--- config.mk ---
export PLATFORM = sky130hd
export DESIGN_NAME = serial_subtractor_flat
export DESIGN_NICKNAME = d
export VERILOG_FILES = /design/src/rtl/serial_sub_pkg.sv /design/src/rtl/serial_subtractor_if.sv /design/src/rtl/full_subtractor.sv /design/src/rtl/serial_subtractor.sv /design/src/flat_wrapper.sv
export SDC_FILE = /design/constraint.sdc
export NUM_CORES = 1
export LEC_CHECK = 0
export BUFFER_PORTS_ARGS = -buffer_cell sky130_fd_sc_hd__buf_4
export CORE_ASPECT_RATIO = 0.8
export CORE_MARGIN = 1.5
export CORE_UTILIZATION = 41
export DETAILED_ROUTE_END_ITERATION = 10
export HOLD_SLACK_MARGIN = 0.1
export PLACE_DENSITY_LB_ADDON = 0.08
export SLEW_MARGIN = 20
export SYNTH_ARGS = -nofsm -noshare
export SYNTH_HDL_FRONTEND = slang
export SYNTH_SLANG_ARGS = --single-unit
--- constraint.sdc ---
create_clock -name clk -period 3.13 [get_ports clk]
set_input_delay 0.313 -clock clk [delete_from_list [all_inputs] [get_ports clk]]
set_output_delay 0.313 -clock clk [all_outputs]
set_load 0.1 [all_outputs]
--- src/rtl/serial_sub_pkg.sv ---
// Shared types and constants for the bit-serial subtractor.
package serial_sub_pkg;

    localparam int unsigned SUB_WIDTH_DEF = 8;

    typedef enum logic [1:0] {
        IDLE = 2'd0,
        RUN  = 2'd1,
        DONE = 2'd2
    } sub_state_t;

    // Bit counter width; never below one bit so the counter always exists
    function automatic int unsigned cnt_width(input int unsigned w);
        return (w <= 2) ? 1 : $clog2(w);
    endfunction

endpackage

--- src/rtl/serial_subtractor_if.sv ---
// Start/done handshake and operand/result bus of the serial subtractor.
// SERIAL_SUB_OVF_EN adds the signed-overflow flag ovf.
interface serial_subtractor_if
    import serial_sub_pkg::*;
#(
    parameter int unsigned WIDTH = SUB_WIDTH_DEF
);

    logic             start;
    logic [WIDTH-1:0] a;
    logic [WIDTH-1:0] b;
    logic             busy;
    logic             done;
    logic [WIDTH-1:0] diff;
    logic             bout;
`ifdef SERIAL_SUB_OVF_EN
    logic             ovf;

    modport master (
        output start, a, b,
        input  busy, done, diff, bout, ovf
    );

    modport slave (
        input  start, a, b,
        output busy, done, diff, bout, ovf
    );
`else
    modport master (
        output start, a, b,
        input  busy, done, diff, bout
    );

    modport slave (
        input  start, a, b,
        output busy, done, diff, bout
    );
`endif

endinterface

--- src/rtl/full_subtractor.sv ---
// One-bit full subtractor cell: d = a - b - bin, with borrow out.
module full_subtractor (
    input  logic a,
    input  logic b,
    input  logic bin,
    output logic d,
    output logic bout
);

    // Difference bit and borrow of a single bit position
    always_comb begin
        d    = a ^ b ^ bin;
        bout = (~a & b) | (~(a ^ b) & bin);
    end

endmodule

--- src/rtl/serial_subtractor.sv ---
// Bit-serial two's-complement subtractor (diff = a - b), LSB first, one bit
// per clock, behind a start/done handshake.
// Optional feature macro: SERIAL_SUB_OVF_EN (adds registered signed overflow ovf).
module serial_subtractor
    import serial_sub_pkg::*;
#(
    parameter int unsigned WIDTH = SUB_WIDTH_DEF
) (
    input  logic                clk,
    input  logic                rst_n,
    serial_subtractor_if.slave  bus
);

    localparam int unsigned      CNT_W    = cnt_width(WIDTH);
    localparam logic [CNT_W-1:0] CNT_LAST = CNT_W'(WIDTH - 1);

    // Reject unsupported widths at elaboration
    generate
        if (WIDTH < 2 || WIDTH > 32) begin : g_bad_width
            $error("serial_subtractor: WIDTH must be in 2..32");
        end
    endgenerate

    sub_state_t       state_q, state_d;
    logic [WIDTH-1:0] opa_q,   opa_d;
    logic [WIDTH-1:0] opb_q,   opb_d;
    logic [WIDTH-1:0] shreg_q, shreg_d;
    logic             br_q,    br_d;
    logic [CNT_W-1:0] cnt_q,   cnt_d;
    logic [WIDTH-1:0] diff_q,  diff_d;
    logic             bout_q,  bout_d;
    logic             busy_q,  busy_d;
    logic             done_q,  done_d;
`ifdef SERIAL_SUB_OVF_EN
    // Operand sign bits are kept because the operand shifters lose them
    logic             sa_q,    sa_d;
    logic             sb_q,    sb_d;
    logic             ovf_q,   ovf_d;
`endif

    logic bit_d;
    logic bit_bo;

    full_subtractor u_full_subtractor (
        .a    (opa_q[0]),
        .b    (opb_q[0]),
        .bin  (br_q),
        .d    (bit_d),
        .bout (bit_bo)
    );

    // Next-state, datapath and output decode
    always_comb begin
        state_d = state_q;
        opa_d   = opa_q;
        opb_d   = opb_q;
        shreg_d = shreg_q;
        br_d    = br_q;
        cnt_d   = cnt_q;
        diff_d  = diff_q;
        bout_d  = bout_q;
        busy_d  = 1'b0;
        done_d  = 1'b0;
`ifdef SERIAL_SUB_OVF_EN
        sa_d    = sa_q;
        sb_d    = sb_q;
        ovf_d   = ovf_q;
`endif

        case (state_q)
            IDLE: begin
                if (bus.start) begin
                    state_d = RUN;
                    opa_d   = bus.a;
                    opb_d   = bus.b;
                    br_d    = 1'b0;
                    cnt_d   = '0;
                    shreg_d = '0;
`ifdef SERIAL_SUB_OVF_EN
                    sa_d    = bus.a[WIDTH-1];
                    sb_d    = bus.b[WIDTH-1];
`endif
                end
            end
            RUN: begin
                shreg_d = {bit_d, shreg_q[WIDTH-1:1]};
                opa_d   = {1'b0, opa_q[WIDTH-1:1]};
                opb_d   = {1'b0, opb_q[WIDTH-1:1]};
                br_d    = bit_bo;
                cnt_d   = cnt_q + CNT_W'(1);
                if (cnt_q == CNT_LAST) begin
                    // Last bit: publish the completed result in one step
                    state_d = DONE;
                    diff_d  = {bit_d, shreg_q[WIDTH-1:1]};
                    bout_d  = bit_bo;
`ifdef SERIAL_SUB_OVF_EN
                    ovf_d   = (sa_q != sb_q) && (bit_d != sa_q);
`endif
                end
            end
            DONE: begin
                state_d = IDLE;
            end
            default: begin
                state_d = IDLE;
            end
        endcase

        busy_d = (state_d != IDLE);
        done_d = (state_d == DONE);
    end

    // State and datapath registers with synchronous active-low reset
    always_ff @(posedge clk) begin
        if (!rst_n) begin
            state_q <= IDLE;
            opa_q   <= '0;
            opb_q   <= '0;
            shreg_q <= '0;
            br_q    <= 1'b0;
            cnt_q   <= '0;
            diff_q  <= '0;
            bout_q  <= 1'b0;
            busy_q  <= 1'b0;
            done_q  <= 1'b0;
`ifdef SERIAL_SUB_OVF_EN
            sa_q    <= 1'b0;
            sb_q    <= 1'b0;
            ovf_q   <= 1'b0;
`endif
        end else begin
            state_q <= state_d;
            opa_q   <= opa_d;
            opb_q   <= opb_d;
            shreg_q <= shreg_d;
            br_q    <= br_d;
            cnt_q   <= cnt_d;
            diff_q  <= diff_d;
            bout_q  <= bout_d;
            busy_q  <= busy_d;
            done_q  <= done_d;
`ifdef SERIAL_SUB_OVF_EN
            sa_q    <= sa_d;
            sb_q    <= sb_d;
            ovf_q   <= ovf_d;
`endif
        end
    end

    assign bus.busy = busy_q;
    assign bus.done = done_q;
    assign bus.diff = diff_q;
    assign bus.bout = bout_q;
`ifdef SERIAL_SUB_OVF_EN
    assign bus.ovf  = ovf_q;
`endif

endmodule

--- src/flat_wrapper.sv ---
// flat-port wrapper written by rule: the top's interface ports become plain ports
module serial_subtractor_flat import serial_sub_pkg::*;
#(
    parameter int unsigned WIDTH = SUB_WIDTH_DEF
)
  (clk, rst_n, bus_start, bus_a, bus_b, bus_busy, bus_done, bus_diff, bus_bout);
  serial_subtractor_if #(.WIDTH(WIDTH)) bus_i ();
  input  logic clk;
  input  logic rst_n;
  input wire logic [$bits(bus_i.start)-1:0] bus_start;
  input wire logic [$bits(bus_i.a)-1:0] bus_a;
  input wire logic [$bits(bus_i.b)-1:0] bus_b;
  output wire logic [$bits(bus_i.busy)-1:0] bus_busy;
  output wire logic [$bits(bus_i.done)-1:0] bus_done;
  output wire logic [$bits(bus_i.diff)-1:0] bus_diff;
  output wire logic [$bits(bus_i.bout)-1:0] bus_bout;
  assign bus_i.start = bus_start;
  assign bus_i.a = bus_a;
  assign bus_i.b = bus_b;
  assign bus_busy = bus_i.busy;
  assign bus_done = bus_i.done;
  assign bus_diff = bus_i.diff;
  assign bus_bout = bus_i.bout;
  serial_subtractor #(.WIDTH(WIDTH)) u_core (.clk(clk), .rst_n(rst_n), .bus(bus_i));
endmodule
==> results of run 1 <==
cells in the final DEF (no fill, tap or decap), drive strengths merged:
cell type  netlist  routed
dfxtp           40      40
nand2           36      36
buf              8      29
nor2            16      16
a31oi           14      14
o21ai           14      14
a22oi           11      11
a21oi            9       9
nand3            8       8
clkbuf           4       6
inv              3       3
and2b            2       2
nand2b           2       2
ha               2       2
nand3b           1       1
o21bai           1       1
mux2i            1       1
a2bb2oi          1       1
nor3b            1       1
a311oi           1       1
a211oi           1       1
fa               1       1
clkinv           0       1
state kept, by name, indices dropped and copies added, names as in the netlist:
| signal | count |
|---|---|
| u_core.br_q | 1 |
| u_core.bus.bout | 1 |
| u_core.bus.busy | 1 |
| u_core.bus.diff | 8 |
| u_core.bus.done | 1 |
| u_core.cnt_q | 3 |
| u_core.opa_q | 8 |
| u_core.opb_q | 8 |
| u_core.shreg_q | 7 |
| u_core.state_q | 2 |
critical path: stages, from the launching register on:
cell and delay, ns:
dfxtp_1 0.35, ha_1 0.15, ha_1 0.39, nand3b_1 0.37
nand2_1 0.17, a21oi_1 0.07
worst paths after layout:
kind	from	endpoint	slack, ns	cells past startpoint
setup / recovery	u_core.cnt_q[0]$_SDFFE_PN0P_	u_core.bus.diff[0]$_SDFFE_PN0P_	1.50	5
hold / removal	bus_a[7]	u_core.opa_q[7]$_SDFFE_PN0P_	0.27	3
setup reg to reg	u_core.cnt_q[0]$_SDFFE_PN0P_	u_core.bus.diff[0]$_SDFFE_PN0P_	1.50	5
hold reg to reg	u_core.bus.diff[1]$_SDFFE_PN0P_	u_core.bus.diff[1]$_SDFFE_PN0P_	0.46	2
layout make-up:
class / instances / area share (%)
Clock buffer: 6 / 4.00
Multi-Input combinational cell: 122 / 36.1
Sequential cell: 40 / 44.1
Timing Repair Buffer: 29 / 12.0
Clock inverter: 1 / 0.276
Inverter: 3 / 0.621
Tap cell: 42 / 2.90
per-layer routing:
layer	vias to the layer above	GRT usage (%)	routed length, um
met1	607	20.3	1440
met3	7	4.42	155
li1	666	-	-
met4	0	8.09	65
met5	-	0	0
met2	30	25.8	1310
power breakdown:
group | internal (mW) | total [mW] | leakage (nW) | switching, mW
Combinational | 0.0375 | 0.0923 | 0.347 | 0.0548
Sequential | 0.530 | 0.542 | 0.327 | 0.0118
Clock | 0.151 | 0.318 | 0.0410 | 0.167
cell families (layout without fill, tap and decap cells):
kind of cell	count (synthesis)	count (layout)	synth area share, %
AOI/OAI and AO/OA	52	52	21.1
DFF	40	40	52.6
muxes	1	1	0.657
and+or+nand+nor	66	66	18.2
adders and majority gates	3	3	2.96
buffers and inverters	15	39	4.44
through the flow:
stage	setup slack [ns]	hold WS [ns]	cells	utilization, %
after floorplan	1.80	0.443	177	-
after global placement	1.58	0.445	236	49.7
after detailed placement	1.51	0.451	236	49.7
after CTS	1.49	0.263	243	51.9
after global routing	1.28	0.283	243	51.9
final	1.50	0.269	243	51.9
==> reports/metrics.csv, run 1 <==
metric,value,unit
"Slew Viols, Final",0,
Cell variety after synth,26,
Async SR Flop Fraction,0,%
synthesized flop and latch total,40,
largest area contributor in the netlist,dfxtp_1,
largest cells by area after synthesis,"dfxtp_1, nand2_1, a31oi_1",
fillcell total,348,
HP Class,input port to flop,
cts hold-fix bufs,0,
full die area,4090,sq um
Placed Area,1740,sq um
Max transition margin,40.8,%
part of the cycle the worst path needs,52.2,%
CTS Buf Count,5,
initial cell density of the core,43.6,%
Post-Syn Instances,177,
1st-iter DRT viols,77,
RSZ-0062 raised after global routing,false,
clock slew at reported path FFs,0.07,ns
vias in the first global route,1219,
initial antenna violation count,0,
crit-path max FO,12,
Max rail drop VDD,287,uV
Nets,223,
CTS sink cnt,40,
n_diodes,0,
FMAX,0.612,GHz
DP HPWL,2020,um
Final Hold Viols,0,
placeable core region,3490,sq um
Setup TNS,0,ns
Worst Setup End Kind,flop,
Power Density,525,nW/um^2
Tot GR Track Use,16.2,%
Reg area,801,sq um
Avg Inst Size Synth,8.60,sq um
Synth top area share,52.6,%
outcome,"complete, no violations",
total power,952,uW
max cap viols,0,
clock skew,0.00677,ns
Clock Latency Late Sink,0.29,ns
post-DR wirelength/cell,12.2,um
final wirelength,2970,um
GPL Wtd Cong,0.730,
Post-synth EDFFs,0,
vias per cell,5.39,
Synth top cells by count,"dfxtp_1, nand2_1, nor2_1",
Synth Cell Area,1520,sq um
Root Buffer,clkbuf_8,
CP required,3.29,ns
postcts setup bufs,0,
DRT Pass-1 Iters,4,
ANT nets after route,0,
Final min period,1.63,ns
Overflow after GRT,0,
layout cell share with drive strength beyond 1,18.4,%
"Net Count, Synth",199,
Slew @ Worst Pin,0.889,ns
Area Growth Syn to Fin,19.1,%
first-pass GRT wire length,5200,um
Syn. warnings,0,
row count,19,
largest net degree at the start of global routing,30,
clk buf depth,2,
total number of vias,1310,
CTS tree,done,
Setup CP Type,flop to flop,
Die Y,57.5,um
most numerous cell in the Yosys netlist,dfxtp_1,
final setup fails,0,
Multi-input gate area,654,sq um
PortBufs,29,
ys flop type,dfxtp_1,
LEAKAGE,0.715,nW
Die Wd,71.1,um
CTS H-Tree Depth,2,
I/O pins,30,
register area share after synthesis,52.6,%
Critical Path AT,1.79,ns
post-route cell area,1810,sq um
Remaining DRCs,0,
CP startpoint kind,flop,
post-CTS sizing,0,
Note: power is estimated with default switching activity, not from simulation.
==> run 2, diff against run 1 <==
- clock period: 3.13 -> 1.4 ns (I/O delays scaled with it)
==> run 2 against run 1 <==
Effect of this change: utilization is 4.1 points higher; largest cell class unchanged; sequential share of layout area down 3.2 points; via count stayed put; combinational power increased to 2.5 times the previous value; highest routed layer unchanged.
==> reports/metrics.csv, run 2 (synthesis results as in run 1) <==
metric,value,unit,change
outcome,"complete, no violations",,unchanged
vias in the first global route,1150,,"was 1,219"
I/O pins,30,,unchanged
first-pass GRT wire length,5190,um,was 5200 um
DP HPWL,2070,um,was 2020 um
Final Hold Viols,0,,unchanged
GPL Wtd Cong,0.695,,was 0.730
R2R Path Start,u_core.cnt_q[0]$_SDFFE_PN0P_,,unchanged
Power Density,1290,nW/um^2,was 525 nW/um^2
min-delay src,bus_a[3],,was bus_a[7]
Max transition margin,58.9,%,was 40.8%
Tot GR Track Use,16.5,%,was 16.2%
Root Buffer,clkbuf_8,,unchanged
Worst R2R Path Depth,6,,was 5
CP required,1.62,ns,was 3.29 ns
full die area,4090,sq um,unchanged
crit-path max FO,9,,was 12
HP Class,input port to flop,,unchanged
placeable core region,3490,sq um,unchanged
CTS Buf Count,5,,unchanged
R2R setup slack,0.13,ns,was 1.50 ns
fillcell total,322,,was 348
Critical Path AT,1.49,ns,was 1.79 ns
Nets,233,,was 223
DRT Pass-1 Iters,4,,unchanged
CTS H-Tree Depth,2,,unchanged
Finished Core Util,56.0,%,was 51.9%
Overflow after GRT,0,,unchanged
total number of vias,1310,,unchanged
"commonest non-fill, non-tap cell in the layout",dfxtp_1,,unchanged
Area Growth Syn to Fin,28.6,%,was 19.1%
Multi-input gate area,654,sq um,unchanged
Max rail drop VDD,720,uV,was 287 uV
FMAX,0.789,GHz,was 0.612 GHz
final wirelength,3040,um,was 2970 um
row count,19,,unchanged
Worst R2R End,u_core.bus.diff[4]$_SDFFE_PN0P_,,was u_core.bus.diff[0]$_SDFFE_PN0P_
LEAKAGE,0.789,nW,was 0.715 nW
Die Wd,71.1,um,unchanged
Slew @ Worst Pin,0.616,ns,was 0.889 ns
clock skew,0.00663,ns,was 0.00677 ns
initial antenna violation count,0,,unchanged
"Slew Viols, Final",0,,unchanged
1st-iter DRT viols,64,,was 77
clock slew at reported path FFs,0.08,ns,was 0.07 ns
Setup CP Type,flop to flop,,unchanged
clk buf depth,2,,unchanged
Hold Path End,u_core.opa_q[3]$_SDFFE_PN0P_,,was u_core.opa_q[7]$_SDFFE_PN0P_
Worst Hold Depth,3,,unchanged
Die Y,57.5,um,unchanged
CTS tree,done,,unchanged
RSZ-0062 raised after global routing,false,,unchanged
CTS sink cnt,40,,unchanged
Reg area,801,sq um,unchanged
post-CTS sizing,0,,unchanged
layout cell share with drive strength beyond 1,21.8,%,was 18.4%
n_diodes,0,,unchanged
ANT nets after route,0,,unchanged
vias per cell,5.18,,was 5.39
Setup TNS,0,ns,unchanged
Worst Setup End Kind,flop,,unchanged
"commonest cells after routing, fill and taps aside","dfxtp_1, nand2_1, buf_4",,unchanged
Final min period,1.27,ns,was 1.63 ns
part of the cycle the worst path needs,90.6,%,was 52.2%
post-DR wirelength/cell,12.0,um,was 12.2 um
max cap viols,0,,unchanged
final setup fails,0,,unchanged
initial cell density of the core,43.6,%,unchanged
Remaining DRCs,0,,unchanged
CP startpoint kind,flop,,unchanged
PortBufs,29,,unchanged
largest net degree at the start of global routing,27,,was 30
Clock Latency Late Sink,0.29,ns,about the same
==> run 2: area by class of cell <==
class                      instances  share of cell area, %
multi-input combinational        122                   33.4
timing repair buffer              39                   15.8
sequential                        40                   40.9
clock inverter                     2                   3.07
tap                               42                   2.68
clock buffer                       5                   3.51
inverter                           3                  0.575
==> run 2: worst max path at each step <==
stage / end / startpoint / slack, ns / cells after the start
after floorplan: u_core.bus.bout$_SDFFE_PN0P_ / u_core.bus.bout$_SDFFE_PN0P_ / 0.07 / 2
after global placement: u_core.bus.diff[5]$_SDFFE_PN0P_ / u_core.cnt_q[0]$_SDFFE_PN0P_ / 0.12 / 5
after detailed placement: u_core.bus.diff[4]$_SDFFE_PN0P_ / u_core.cnt_q[0]$_SDFFE_PN0P_ / 0.05 / 5
after CTS: u_core.bus.diff[4]$_SDFFE_PN0P_ / u_core.cnt_q[0]$_SDFFE_PN0P_ / 0.03 / 5
after global routing: u_core.opa_q[7]$_SDFFE_PN0P_ / u_core.state_q[0]$_SDFF_PN0_ / 0.02 / 3
final: u_core.bus.diff[4]$_SDFFE_PN0P_ / u_core.cnt_q[0]$_SDFFE_PN0P_ / 0.13 / 6
==> run 2: critical path, stage by stage (launching register included) <==
cell	delay, ns
dfxtp_1	0.33
ha_1	0.20
ha_1	0.19
nand3b_1	0.11
buf_4	0.17
nand2_1	0.06
a21oi_1	0.15
==> run 2: per-stage QoR <==
stage	setup slack, ns	cell area (sq um)	cells	hold WS, ns	power, mW
3_3_place_gp	0.123	1800	243	0.381	1.46
5_1_grt	0.0186	1960	253	0.109	2.64
4_1_cts	0.0281	1950	252	0.109	2.55
2_1_floorplan	0.0683	1520	177	0.282	1.38
6_report	0.132	1960	253	0.115	2.52
3_5_place_dp	0.0482	1800	243	0.389	1.47
==> run 2: where the power goes <==
group          switching [mW]  leakage (nW)  internal, mW  total [mW]
Sequential             0.0260         0.327          1.18        1.21
Clock                   0.380        0.0642         0.701        1.08
Combinational           0.128         0.398         0.105       0.233
==> run 2: timing repair <==
item / 4_1_cts / 5_1_grt
buffers inserted: 0 / 1
hold endpoints to repair: 2 / 0
endpoints found under the setup margin: 0 / 8
hold buffers: 2 / 0
==> run 2: layer usage <==
layer | up-vias | GRT usage (%) | wire length (um)
li1 | 683 | - | -
met1 | 598 | 22.2 | 1520
met2 | 25 | 24.3 | 1340
met3 | 4 | 5.48 | 140
met4 | 0 | 7.28 | 32
met5 | - | 0 | 0
